## src/rtl/param_dff_shift_reg.sv

```systemverilog
// param_dff_shift_reg: WIDTH-bit register bank with a mode-selected operation
// (hold, load, logical shift, rotate, clear, preset). A shift counter pulses
// o_done on the edge that completes each WIDTH-bit serialisation.
// Optional feature macro: PARITY_OUT_EN adds a registered o_parity output
// (XOR reduction of q) that changes on the same edge as q.
module param_dff_shift_reg #(
    parameter int               WIDTH      = 8,
    parameter logic [WIDTH-1:0] RESET_VAL  = '0,
    parameter logic [WIDTH-1:0] PRESET_VAL = {WIDTH{1'b1}},
    localparam int              CW         = ($clog2(WIDTH) < 1) ? 1 : $clog2(WIDTH)
) (
    input  logic             i_clk,
    input  logic             i_rst,
    input  logic             i_en,
    input  logic [2:0]       i_mode,
    input  logic [WIDTH-1:0] i_d,
    input  logic             i_sin_l,
    input  logic             i_sin_r,
    output logic [WIDTH-1:0] o_q,
    output logic [WIDTH-1:0] o_q_n,
    output logic             o_sout_l,
    output logic             o_sout_r,
    output logic [CW-1:0]    o_shift_cnt,
    output logic             o_done
`ifdef PARITY_OUT_EN
    ,
    output logic             o_parity
`endif
);

    localparam logic [2:0] MODE_HOLD   = 3'b000;
    localparam logic [2:0] MODE_LOAD   = 3'b001;
    localparam logic [2:0] MODE_SHL    = 3'b010;
    localparam logic [2:0] MODE_SHR    = 3'b011;
    localparam logic [2:0] MODE_ROL    = 3'b100;
    localparam logic [2:0] MODE_ROR    = 3'b101;
    localparam logic [2:0] MODE_CLEAR  = 3'b110;
    localparam logic [2:0] MODE_PRESET = 3'b111;

    // The counter compare below and the shift slices rely on 2 <= WIDTH <= 32.
    generate
        if (WIDTH < 2 || WIDTH > 32) begin : g_bad_width
            $error("param_dff_shift_reg: WIDTH must be in the range 2..32");
        end
    endgenerate

    logic [WIDTH-1:0] r_q;
    logic [CW-1:0]    r_shift_cnt;
    logic             r_done;

    logic [WIDTH-1:0] w_q_next;
    logic [CW-1:0]    w_cnt_next;
    logic             w_done_next;
    logic             w_is_shift;

    // Next-state data path and counter; done defaults low so it only pulses.
    always_comb begin
        w_q_next    = r_q;
        w_cnt_next  = r_shift_cnt;
        w_done_next = 1'b0;
        w_is_shift  = 1'b0;
        if (i_en) begin
            case (i_mode)
                MODE_HOLD: begin
                    w_q_next = r_q;
                end
                MODE_LOAD: begin
                    w_q_next   = i_d;
                    w_cnt_next = '0;
                end
                MODE_SHL: begin
                    w_q_next   = {r_q[WIDTH-2:0], i_sin_l};
                    w_is_shift = 1'b1;
                end
                MODE_SHR: begin
                    w_q_next   = {i_sin_r, r_q[WIDTH-1:1]};
                    w_is_shift = 1'b1;
                end
                MODE_ROL: begin
                    w_q_next   = {r_q[WIDTH-2:0], r_q[WIDTH-1]};
                    w_is_shift = 1'b1;
                end
                MODE_ROR: begin
                    w_q_next   = {r_q[0], r_q[WIDTH-1:1]};
                    w_is_shift = 1'b1;
                end
                MODE_CLEAR: begin
                    w_q_next   = '0;
                    w_cnt_next = '0;
                end
                MODE_PRESET: begin
                    w_q_next   = PRESET_VAL;
                    w_cnt_next = '0;
                end
                default: begin
                    w_q_next = r_q;
                end
            endcase
            // Shifts and rotates share one counter; wrapping marks a full word.
            if (w_is_shift) begin
                if (r_shift_cnt == CW'(WIDTH - 1)) begin
                    w_cnt_next  = '0;
                    w_done_next = 1'b1;
                end else begin
                    w_cnt_next  = r_shift_cnt + CW'(1);
                end
            end
        end
    end

    // Register bank, counter and done pulse with asynchronous reset.
    always_ff @(posedge i_clk or posedge i_rst) begin
        if (i_rst) begin
            r_q         <= RESET_VAL;
            r_shift_cnt <= '0;
            r_done      <= 1'b0;
        end else begin
            r_q         <= w_q_next;
            r_shift_cnt <= w_cnt_next;
            r_done      <= w_done_next;
        end
    end

    // Complement output is purely combinational, one inverter per bit.
    genvar gi;
    generate
        for (gi = 0; gi < WIDTH; gi++) begin : g_q_n
            assign o_q_n[gi] = ~r_q[gi];
        end
    endgenerate

    assign o_q         = r_q;
    assign o_sout_l    = r_q[WIDTH-1];
    assign o_sout_r    = r_q[0];
    assign o_shift_cnt = r_shift_cnt;
    assign o_done      = r_done;

`ifdef PARITY_OUT_EN
    logic r_parity;

    // Parity is taken from the next-state value so it lands with q.
    always_ff @(posedge i_clk or posedge i_rst) begin
        if (i_rst) begin
            r_parity <= ^RESET_VAL;
        end else begin
            r_parity <= ^w_q_next;
        end
    end

    assign o_parity = r_parity;
`endif

endmodule

```

## config.mk

```make
export PLATFORM = sky130hd
export DESIGN_NAME = param_dff_shift_reg
export DESIGN_NICKNAME = d
export VERILOG_FILES = /design/src/rtl/param_dff_shift_reg.sv
export SDC_FILE = /design/constraint.sdc
export NUM_CORES = 1
export LEC_CHECK = 0
export BUFFER_PORTS_ARGS = -buffer_cell sky130_fd_sc_hd__buf_2
export CAP_MARGIN = 20
export CORE_ASPECT_RATIO = 0.7
export CORE_UTILIZATION = 26
export DETAILED_ROUTE_END_ITERATION = 16
export GPL_ROUTABILITY_DRIVEN = 0
export GPL_TIMING_DRIVEN = 0
export SLEW_MARGIN = 10
export SYNTH_ARGS = -nofsm -noshare
export SYNTH_HDL_FRONTEND = slang
export SYNTH_SLANG_ARGS = --single-unit
```

## constraint.sdc

```tcl
create_clock -name i_clk -period 1 [get_ports i_clk]
set_input_delay 0.05 -clock i_clk [delete_from_list [all_inputs] [get_ports i_clk]]
set_output_delay 0.05 -clock i_clk [all_outputs]
set_load 0.02 [all_outputs]
```

==> summary by stage <==
Route
Wires add up to between 2000 and 3000 um. The routed layout has ~940 vias. The mean number of vias per cell is approximately 4.8. The first-pass iteration count of the detailed router is 4. The detail route stage leaves a number of antenna-violating nets equal to 0.

In the routed design, unresolved DRC markers number 0. After the first detailed-routing iteration, the DRC count stood at 32. The mean routed wirelength per cell is 13.5 um.

Critical path
The depth of the critical timing path with buffers and inverters included is 4. The cell with the biggest individual delay on the critical path is sky130_fd_sc_hd__or4_1. The largest single stage delay on the critical path is 420 ps. The kind of cell with the highest combined delay along the critical path is simple AND/OR/NAND/NOR gates. The startpoint class of the critical path is a flip-flop. Traced cell by cell, the critical path runs through or2b_1, a21oi_1, or4_1, a31oi_1.

The register-to-register setup slack is -270 ps. The critical path required time is between 1000 and 1500 ps. The combined buffer and inverter count along the critical path is 0. The critical path data arrival time is around 1400 ps. The peak fanout along the critical path is 6. The startpoint identified for the worst register-to-register timing path is o_q[4]$_DFFE_PP0P_. The destination of the critical timing path is o_q[3]$_DFFE_PP0P_.

The nature of the critical path endpoint is a flip-flop. The critical path starts at o_q[4]$_DFFE_PP0P_. In this run the critical register-to-register path is captured at o_q[3]$_DFFE_PP0P_. By startpoint and endpoint, the worst setup path is classified as reg -> reg.

Counting cells, the worst reg-to-reg path comes to 4.

Final layout
From synthesis to final layout, the design area changed by 68.4%. Across the whole layout, storage elements account for 313 um2. The layout net count is 180. Fill cells in the final layout number roughly 290. The multi-input gate area in the final layout is 543 um2. At the end of the flow the core is filled with cells to 0.485. The total non-filler cell area in the finished layout is 1430 um2.

In the final layout, the share of cells above drive strength 1 is 0.535. The antenna diode count is 0.

Die
In this run the core area contains 16 standard-cell rows. The starting utilization of the core area is 0.288. The die covers approximately 3500 um2.

The height of the die is ~50 um. 38 I/O pins were placed. Measured along the x axis, the die boundary spans 70.2 um. The core region is 2940 um2.

Power
Across the VDD grid, the largest voltage drop is 0.820 mV. Summed over all cells, the static leakage comes to 0.678 nW. The power density over the cells is 1630 nW/um2.

Timing
The routed design could run at a clock period as short as ~1300 ps. The final count of negative-setup-slack endpoints is 12. The post-route clock skew is 1.36 ps.

After layout, the worst setup slack is -271 ps. The number of pins with negative max-slew slack in the final report is 0. The final worst-path cycle share is 1.27. The number of hold violations in the final report was 0.

For the pin with the worst max-slew slack, the measured transition is 523 ps. The remaining max-slew budget at the tightest pin is 0.651. Setup repair after global routing could not meet its margin everywhere. The maximum achievable frequency is 0.787 GHz.

Yosys
The number of distinct standard cells referenced by the synthesized netlist is 26. The summed instance area of the synthesized netlist is approximately 850 um2. The flip-flop and latch count after synthesis is 12. The share of flip-flops with an asynchronous set or reset is 1.00. The share of the Yosys chip area taken by registers is 0.355. Sorting the synthesized cells by area gives the leading types as sky130_fd_sc_hd__dfrtp_1 (35%), sky130_fd_sc_hd__a21oi_1 (6.5%), sky130_fd_sc_hd__nor2_1 (6.2%).

The Yosys step of the flow raised 0 warnings. Among all flip-flop cells after synthesis, the most frequent one is sky130_fd_sc_hd__dfrtp_1. Averaged over all synthesized cells, the footprint is 7.92 um2. The dominant cell type by area after synthesis is sky130_fd_sc_hd__dfrtp_1. The post-synthesis net count is between 100 and 150. The number of standard cells after synthesis is 107. By instance count, the leading cell after synthesis is sky130_fd_sc_hd__nor2_1. The synthesized design contains 0 enable-type register cells. Ranked by instance count, the synthesized netlist is headed by sky130_fd_sc_hd__nor2_1 (14), sky130_fd_sc_hd__nand2_1 (13), sky130_fd_sc_hd__dfrtp_1 (12). Of the post-synthesis cell area, the dominant cell type holds 0.355.

Run
The max-capacitance violation count is 0.

GRT
The first global-routing pass estimated 4120 um of wire. The initial antenna violation count came to 0. The overall routing resource usage is 0.154.

Entering global routing, the biggest net connects 13 pins. The via count of the first global-routing pass came to 846. The remaining global-route overflow is 0.

Clocking
CTS built an H-tree with a depth of 1. No sink is reached through more buffers than the 2 on the longest clock path. Clock tree synthesis selected as its root buffer the cell sky130_fd_sc_hd__clkbuf_8. After clock tree synthesis, the clock-pin slew on the worst setup and hold paths is 60 ps. Clock tree synthesis inserted a total of 3 buffers. The total number of clock tree sinks is 12. TritonCTS built the clock tree.

The worst-skew pair later-pin latency is 240 ps.

Place
Input and output buffers added on the ports amount to 37. Summing all placed instances gives a cell area of ~1200 um2. The detailed placer's ending HPWL is roughly 1800 um.

Worst hold path
The worst hold path class is in -> reg.

Run status
The flow ran to the end, but the final reports show violations. The checks that failed: negative setup slack.
-- logic make-up after synthesis --
logic type	Yosys count	synth area share
adders and majority gates	4	0.0591
buffers and inverters	18	0.109
AOI/OAI and AO/OA	29	0.217
DFF	12	0.355
and+or+nand+nor	44	0.260
-- metrics by stage --
stage / setup WS (ps) / cells / TNS (ps) / hold slack, ps / total power [mW]
global placement: -367 / 180 / -2890 / 101 / 1.57
finish: -271 / 195 / -1410 / 57.8 / 2.32
detailed placement: -377 / 180 / -3120 / 112 / 1.61
floorplan: -214 / 107 / -1260 / -86.0 / 1.30
CTS: -269 / 190 / -1300 / 57.2 / 2.25
global route: -372 / 195 / -2190 / 67.1 / 2.47
-- timing repair --
action / in CTS / in global routing
endpoints found under the setup margin: 11 / 22
resized for setup: 26 / 20
buffers inserted: 6 / 7
hold endpoints to repair: 12 / 0
cloned: 0 / 0
hold buffers: 1 / 0
pin swaps: 10 / 7
-- worst min path at each step --
stage | cells past startpoint | slack [ps] | start | end
finish | 3 | 60 | i_d[5] | o_q[5]$_DFFE_PP0P_
global route | 3 | 70 | i_d[6] | o_q[6]$_DFFE_PP0P_
CTS | 3 | 60 | i_d[0] | o_q[0]$_DFFE_PP0P_
detailed placement | 2 | 110 | i_rst | o_done$_DFF_PP0_
global placement | 2 | 100 | i_rst | o_done$_DFF_PP0_
floorplan | 1 | -90 | i_rst | o_done$_DFF_PP0_
-- sequential cells by signal, summed over array words and instances, names as in the netlist --
register and cells:
o_done 1, o_q 8, o_shift_cnt 3
-- cell type report --
cell class	count	area share
timing repair buffer	49	0.259
buffer	6	0.0474
sequential	12	0.219
clock buffer	4	0.0316
tap	36	0.0316
inverter	11	0.0307
multi-input combinational	77	0.381
-- worst min-delay path: stages --
cell	delay, ps
sky130_fd_sc_hd__buf_2	90
sky130_fd_sc_hd__nand2_1	50
sky130_fd_sc_hd__a31oi_1	70
-- where the power goes --
part	switching, mW	internal [mW]
logic	0.567	0.555
clock network	0.195	0.282
registers	0.126	0.599
total	0.888	1.44
-- layout by cell type, fill, tap and decap left out, types with 3 or more instances in the layout --
master / Yosys / final
sky130_fd_sc_hd__buf_6: 2 / 21
sky130_fd_sc_hd__nor2_1: 14 / 13
sky130_fd_sc_hd__dfrtp_2: 0 / 10
sky130_fd_sc_hd__buf_4: 2 / 6
sky130_fd_sc_hd__or2b_1: 5 / 5
sky130_fd_sc_hd__or4_1: 5 / 5
sky130_fd_sc_hd__a31oi_1: 8 / 7
sky130_fd_sc_hd__a21oi_1: 11 / 10
sky130_fd_sc_hd__ha_4: 0 / 3
sky130_fd_sc_hd__buf_2: 2 / 26
sky130_fd_sc_hd__inv_1: 11 / 4
sky130_fd_sc_hd__inv_2: 0 / 6
sky130_fd_sc_hd__nand2_1: 13 / 13
sky130_fd_sc_hd__clkbuf_8: 0 / 3
-- metal layers --
layer / track usage / up-vias / routed length, um
met5: 0 / - / 0
li1: - / 471 / -
met4: 0.0200 / 0 / 12
met1: 0.206 / 439 / 1250
met3: 0.0573 / 2 / 140
met2: 0.243 / 26 / 1230
(Power assumes the default switching activity.)
